[config.mk]
export PLATFORM = sky130hd
export DESIGN_NAME = dtc_vote_accum
export DESIGN_NICKNAME = d
export VERILOG_FILES = /design/src/rtl/dtc_vote_pkg.sv /design/src/rtl/dtc_vote_accum.sv
export SDC_FILE = /design/constraint.sdc
export NUM_CORES = 1
export LEC_CHECK = 0
export BUFFER_PORTS_ARGS = -buffer_cell sky130_fd_sc_hd__buf_2
export CORE_ASPECT_RATIO = 1.4
export CORE_MARGIN = 2
export CORE_UTILIZATION = 46
export CTS_CLUSTER_SIZE = 16
export DETAILED_ROUTE_END_ITERATION = 8
export GPL_TIMING_DRIVEN = 0
export SLEW_MARGIN = 20
export SYNTH_ARGS = -nofsm -noshare
export SYNTH_HDL_FRONTEND = slang
export SYNTH_SLANG_ARGS = --single-unit
[constraint.sdc]
create_clock -name clk -period 5.1 [get_ports clk]
set_clock_uncertainty 0.1 [all_clocks]
set_input_delay 0.51 -clock clk [delete_from_list [all_inputs] [get_ports clk]]
set_output_delay 0.51 -clock clk [all_outputs]
set_load 0.1 [all_outputs]
[src/rtl/dtc_vote_pkg.sv]
// dtc_vote_pkg
// Shared definitions for the decision-tree vote accumulator: the number of
// classes a tree can vote for, the width of a class code, and the controller
// state encoding. No ports; imported by dtc_vote_accum.

package dtc_vote_pkg;

  localparam int NUM_CLASSES = 8;
  localparam int CLASS_W     = 3;

  // ACCUM collects votes, SCAN walks the counters one class per cycle,
  // HOLD presents the decision until downstream takes it.
  typedef enum logic [1:0] {
    ST_ACCUM = 2'd0,
    ST_SCAN  = 2'd1,
    ST_HOLD  = 2'd2
  } state_e;

endpackage : dtc_vote_pkg

[src/rtl/dtc_vote_accum.sv]
// dtc_vote_accum
// Majority-vote accumulator that sits behind a tree classifier. Class votes
// are counted into one counter per class; when WINDOW votes have arrived (or
// flush requests an early decision on a non-empty window) the counters are
// scanned sequentially, lowest class first, and the class with the strictly
// largest count is presented downstream with its vote count.
//
// Ports
//   clk        : single clock, all state changes on its rising edge
//   rst        : synchronous active-high reset
//   in_valid   : a class vote is present
//   in_class   : class code of that vote
//   in_ready   : vote accepted this cycle (high only while accumulating)
//   flush      : decide early on the partial window
//   out_valid  : a decision is presented (high only while holding)
//   out_class  : winning class
//   out_votes  : vote count of the winning class
//   out_ready  : downstream accepts the decision

module dtc_vote_accum
  import dtc_vote_pkg::*;
#(
  parameter  int WINDOW = 16,
  localparam int CNT_W  = $clog2(WINDOW + 1)
) (
  input  logic               clk,
  input  logic               rst,
  input  logic               in_valid,
  input  logic [CLASS_W-1:0] in_class,
  output logic               in_ready,
  input  logic               flush,
  output logic               out_valid,
  output logic [CLASS_W-1:0] out_class,
  output logic [CNT_W-1:0]   out_votes,
  input  logic               out_ready
);

  // Sample-counter value just before the vote that completes the window.
  localparam logic [CNT_W-1:0]   LAST_VOTE  = CNT_W'(WINDOW - 1);
  localparam logic [CLASS_W-1:0] LAST_CLASS = CLASS_W'(NUM_CLASSES - 1);

  state_e             state_q, state_d;
  logic [CNT_W-1:0]   count_q [NUM_CLASSES];
  logic [CNT_W-1:0]   count_d [NUM_CLASSES];
  logic [CNT_W-1:0]   sample_q, sample_d;
  logic [CLASS_W-1:0] idx_q, idx_d;
  logic [CLASS_W-1:0] best_class_q, best_class_d;
  logic [CNT_W-1:0]   best_votes_q, best_votes_d;
  logic               accept;
  logic               window_full;
  logic               flush_go;

  // Next-state and datapath logic. Everything holds by default; each state
  // only touches the registers it owns.
  always_comb begin
    state_d      = state_q;
    count_d      = count_q;
    sample_d     = sample_q;
    idx_d        = idx_q;
    best_class_d = best_class_q;
    best_votes_d = best_votes_q;
    in_ready     = 1'b0;
    out_valid    = 1'b0;
    accept       = 1'b0;
    window_full  = 1'b0;
    flush_go     = 1'b0;

    unique case (state_q)
      ST_ACCUM: begin
        in_ready = 1'b1;
        accept   = in_valid;
        if (accept) begin
          count_d[in_class] = count_q[in_class] + CNT_W'(1);
          sample_d          = sample_q + CNT_W'(1);
        end
        window_full = accept && (sample_q == LAST_VOTE);
        // A vote arriving alongside flush is counted first, so the window
        // is non-empty even if it was empty before this cycle.
        flush_go    = flush && ((sample_q != '0) || accept);
        if (window_full || flush_go) begin
          state_d      = ST_SCAN;
          idx_d        = '0;
          best_class_d = '0;
          best_votes_d = '0;
        end
      end

      ST_SCAN: begin
        // Strict comparison keeps the earlier (lower) class on a tie.
        if (count_q[idx_q] > best_votes_q) begin
          best_class_d = idx_q;
          best_votes_d = count_q[idx_q];
        end
        if (idx_q == LAST_CLASS) begin
          state_d = ST_HOLD;
          idx_d   = '0;
        end else begin
          idx_d = idx_q + CLASS_W'(1);
        end
      end

      ST_HOLD: begin
        out_valid = 1'b1;
        if (out_ready) begin
          state_d  = ST_ACCUM;
          sample_d = '0;
          for (int i = 0; i < NUM_CLASSES; i++) begin
            count_d[i] = '0;
          end
        end
      end

      default: begin
        state_d = ST_ACCUM;
      end
    endcase
  end

  // State and datapath registers; reset discards any decision in flight.
  always_ff @(posedge clk) begin
    if (rst) begin
      state_q      <= ST_ACCUM;
      sample_q     <= '0;
      idx_q        <= '0;
      best_class_q <= '0;
      best_votes_q <= '0;
      for (int i = 0; i < NUM_CLASSES; i++) begin
        count_q[i] <= '0;
      end
    end else begin
      state_q      <= state_d;
      sample_q     <= sample_d;
      idx_q        <= idx_d;
      best_class_q <= best_class_d;
      best_votes_q <= best_votes_d;
      count_q      <= count_d;
    end
  end

  assign out_class = best_class_q;
  assign out_votes = best_votes_q;

endmodule : dtc_vote_accum

==> flow_metrics.py <==
metrics = {
    "die": {
        "rows": 36,
        "start_util_pct": 47.6,
        "fp.coreArea_sq_mm": 0.00698,
        "die_width_microns": 75.8,
        "die_area_sq_mm": 0.00792,
        "ios": 18,
        "die_y_microns": 105,
    },
    "worst_setup_path": {
        "arrival_ns": 3.52,
        "worstPathCellList": "buf_2, mux4_2, mux2_2, ha_1, a21o_1, a21o_1, a211oi_1, o31ai_4, mux2i_1",
        "cp.depth": 9,
        "worst_setup_path_end_kind": "register",
        "cp_top_family": "multiplexers",
        "reg2reg_depth": 9,
        "crit_path_max_incr_delay_ns": 0.54,
        "required_ns": 5.22,
        "cp-start-kind": "register",
        "cp_slowest_cell": "mux4_2",
        "r2r_setup_slack_ns": 1.70,
        "cp_common_cell": "a21o_1",
        "path_class": "register to register",
        "cp_max_fo": 10,
        "critPathBufInv": 1,
    },
    "synthesis": {
        "synthCells": 351,
        "synth_fp_nets": 370,
        "syn_area_per_cell_sq_um": 9.46,
        "netlist_area_sq_mm": 0.00332,
        "synth-edff-count": 0,
        "synth_most_common_cell": "dfxtp_1",
        "synthTopCellsByArea": "dfxtp_1, mux4_2, nor2_1, nand3_1, ha_1",
        "synth_top_area_share_pct": 35.0,
        "synth_area_leader_cell": "dfxtp_1",
        "ys_top_cells_by_count": "dfxtp_1, nor2_1, nand2_1, nand3_1",
        "synth_ff_type": "dfxtp_1",
        "ys_ff_latch": 58,
        "ys_seq_area_share_pct": 35.0,
        "synth-warning-count": 0,
        "ys_types": 46,
        "synth-async-reset-ratio_pct": 0,
    },
    "cells_and_area": {
        "nets": 397,
        "area_growth_pct": 12.9,
        "layout.cells.non_filler": 478,
        "final_area_sq_mm": 0.00375,
        "antennaDiodeCount": 0,
        "drive_gt1_share_pct": 19.1,
        "fillerInstances": 662,
    },
    "worst_hold_path": {
        "hp-class": "register to register",
        "min_path_cells": 2,
    },
    "timing": {
        "fin_crit_sh_pct": 66.6,
        "holdWs_ns": 0.372,
        "worst_slew_pin_slew_ns": 0.874,
        "period_minus_slack_ns": 3.40,
        "rsz0062_at_grt": "no",
        "max_slew_margin_pct": 41.7,
        "setup_tns_ns": 0,
        "fmax_mhz": 294,
        "setup_viol": 0,
        "slew_violations": 0,
        "finalHoldViolCount": 0,
    },
    "pwr": {
        "vdd_ir_drop_max_mv": 0.149,
        "power_frac_clock_pct": 46.1,
        "leakage_uw": 0.00144,
        "power_frac_seq_pct": 43.5,
        "cellInternalPower_uw": 799,
        "switching_share_pct": 25.5,
        "p_comb_share_pct": 10.4,
        "powerDensity_mw_per_mm2": 286,
        "p_sw_uw": 274,
    },
    "global_routing": {
        "grt_remaining_overflow": 0,
        "grt_pass1_wl_microns": 13700,
        "grt_max_degree": 11,
        "track_usage_pct": 23.8,
        "antenna_found_initial": 0,
        "grt_pass1_vias": 2622,
    },
    "clock_tree": {
        "root_buffer": "clkbuf_8",
        "cts_tree": "yes",
        "cts_setup_buffers": 0,
        "post_cts_resized": 0,
        "clkTransAtPathRegs_ns": 0.06,
        "htree_levels": 3,
        "clock-sinks": 58,
        "clkLatencyLatePin_ns": 0.36,
        "numCtsBuffers": 9,
        "cts_hold_buffers": 0,
        "clock_path_buffers": 2,
    },
    "drt": {
        "drt_iter0_markers": 212,
        "routed_via_density": 5.67,
        "wl_per_cell_microns": 18.3,
        "vias": 2711,
        "wl_microns": 8740,
        "drc": 0,
        "first_pass_iters": 4,
        "ant_nets": 0,
    },
    "placement": {
        "io_buffers": 16,
        "placed_area_sq_mm": 0.00352,
        "dp_hpwl_microns": 6340,
        "globalplace.congestion": 0.866,
        "dp.cells": 462,
    },
    "outcome": {
        "status": "completed",
    },
    "run": {
        "cap_violations": 0,
    },
}
==> stage by stage <==
step	power, uW	setup slack [ns]	utilization [%]
floorplan	558	1.93	-
global placement	588	1.75	50.4
detailed placement	589	1.68	50.4
CTS	1080	1.67	53.7
global route	1110	1.56	53.7
finish	1070	1.70	53.7
==> worst register-to-register path: cells and delay by family, from the launching register on <==
kind	cells	cell delay, ns
mux	3	1.03
buf+inv	1	0.41
fa+ha+maj	1	0.30
flops	1	0.50
compound gates	4	0.93
==> flip-flops by register name (all words and copies together) (netlist names) <==
register and flops:
count_q 40, idx_q 3, out_class 3, out_votes 5
sample_q 5, state_q 2
==> final cells by class <==
cell class	count	area, sq um	area share, %
Buffer	27	114	3.04
Clock buffer	12	155	4.14
Clock inverter	4	73.8	1.97
Inverter	14	52.6	1.40
Multi-Input combinational cell	252	1990	53.2
Sequential cell	58	1160	31.0
Tap cell	95	119	3.17
Timing Repair Buffer	16	80.1	2.14
==> final timing paths <==
path / start / end
max reg2reg: idx_q[0]$_SDFFE_PP0P_ / out_class[2]$_SDFFE_PP0P_
max: idx_q[0]$_SDFFE_PP0P_ / out_class[2]$_SDFFE_PP0P_
min reg2reg: out_class[0]$_SDFFE_PP0P_ / out_class[0]$_SDFFE_PP0P_
min: out_class[0]$_SDFFE_PP0P_ / out_class[0]$_SDFFE_PP0P_
==> placed cells by master (no fill, tap or decap), types with 8 or more instances in the layout <==
master    count
clkbuf_1     22
a21oi_1      21
nand2b_1     11
mux4_2       13
clkbuf_8     11
a32o_1        8
nand3_1      28
a31oi_1      10
ha_1         11
nor2_1       43
o31ai_2       8
nand2_1      28
inv_1        12
mux2i_1      13
dfxtp_1      58
buf_2        20
==> cell families (layout without fill, tap and decap cells) <==
group,after synthesis,count (layout),synth area share [%]
compound gates,60,60,13.9
xor+xnor,5,5,2.11
fa+ha+maj,11,11,4.14
buf+inv,41,73,5.01
flops,58,58,35.0
mux,38,38,19.9
simple gates,138,138,20.0
==> power by group through the flow <==
stage / Sequential [uW] / Combinational [uW] / Clock (uW)
after floorplan: 476 / 82.5 / 0
after global placement: 477 / 111 / 0
after detailed placement: 477 / 111 / 0
after CTS: 467 / 112 / 499
after global routing: 468 / 122 / 518
final: 467 / 112 / 494
==> routing by layer <==
layer  global-route usage [%]  part of all wire, %  routed length, microns  vias up
li1                         -                    -                       -     1322
met1                     28.2                   42                    3660     1297
met2                     39.5                   51                    4490       65
met3                     4.63                  3.2                     277       27
met4                     12.0                  3.5                     303        0
met5                        0                    0                       0        -
Note: power is estimated with default switching activity, not from simulation.
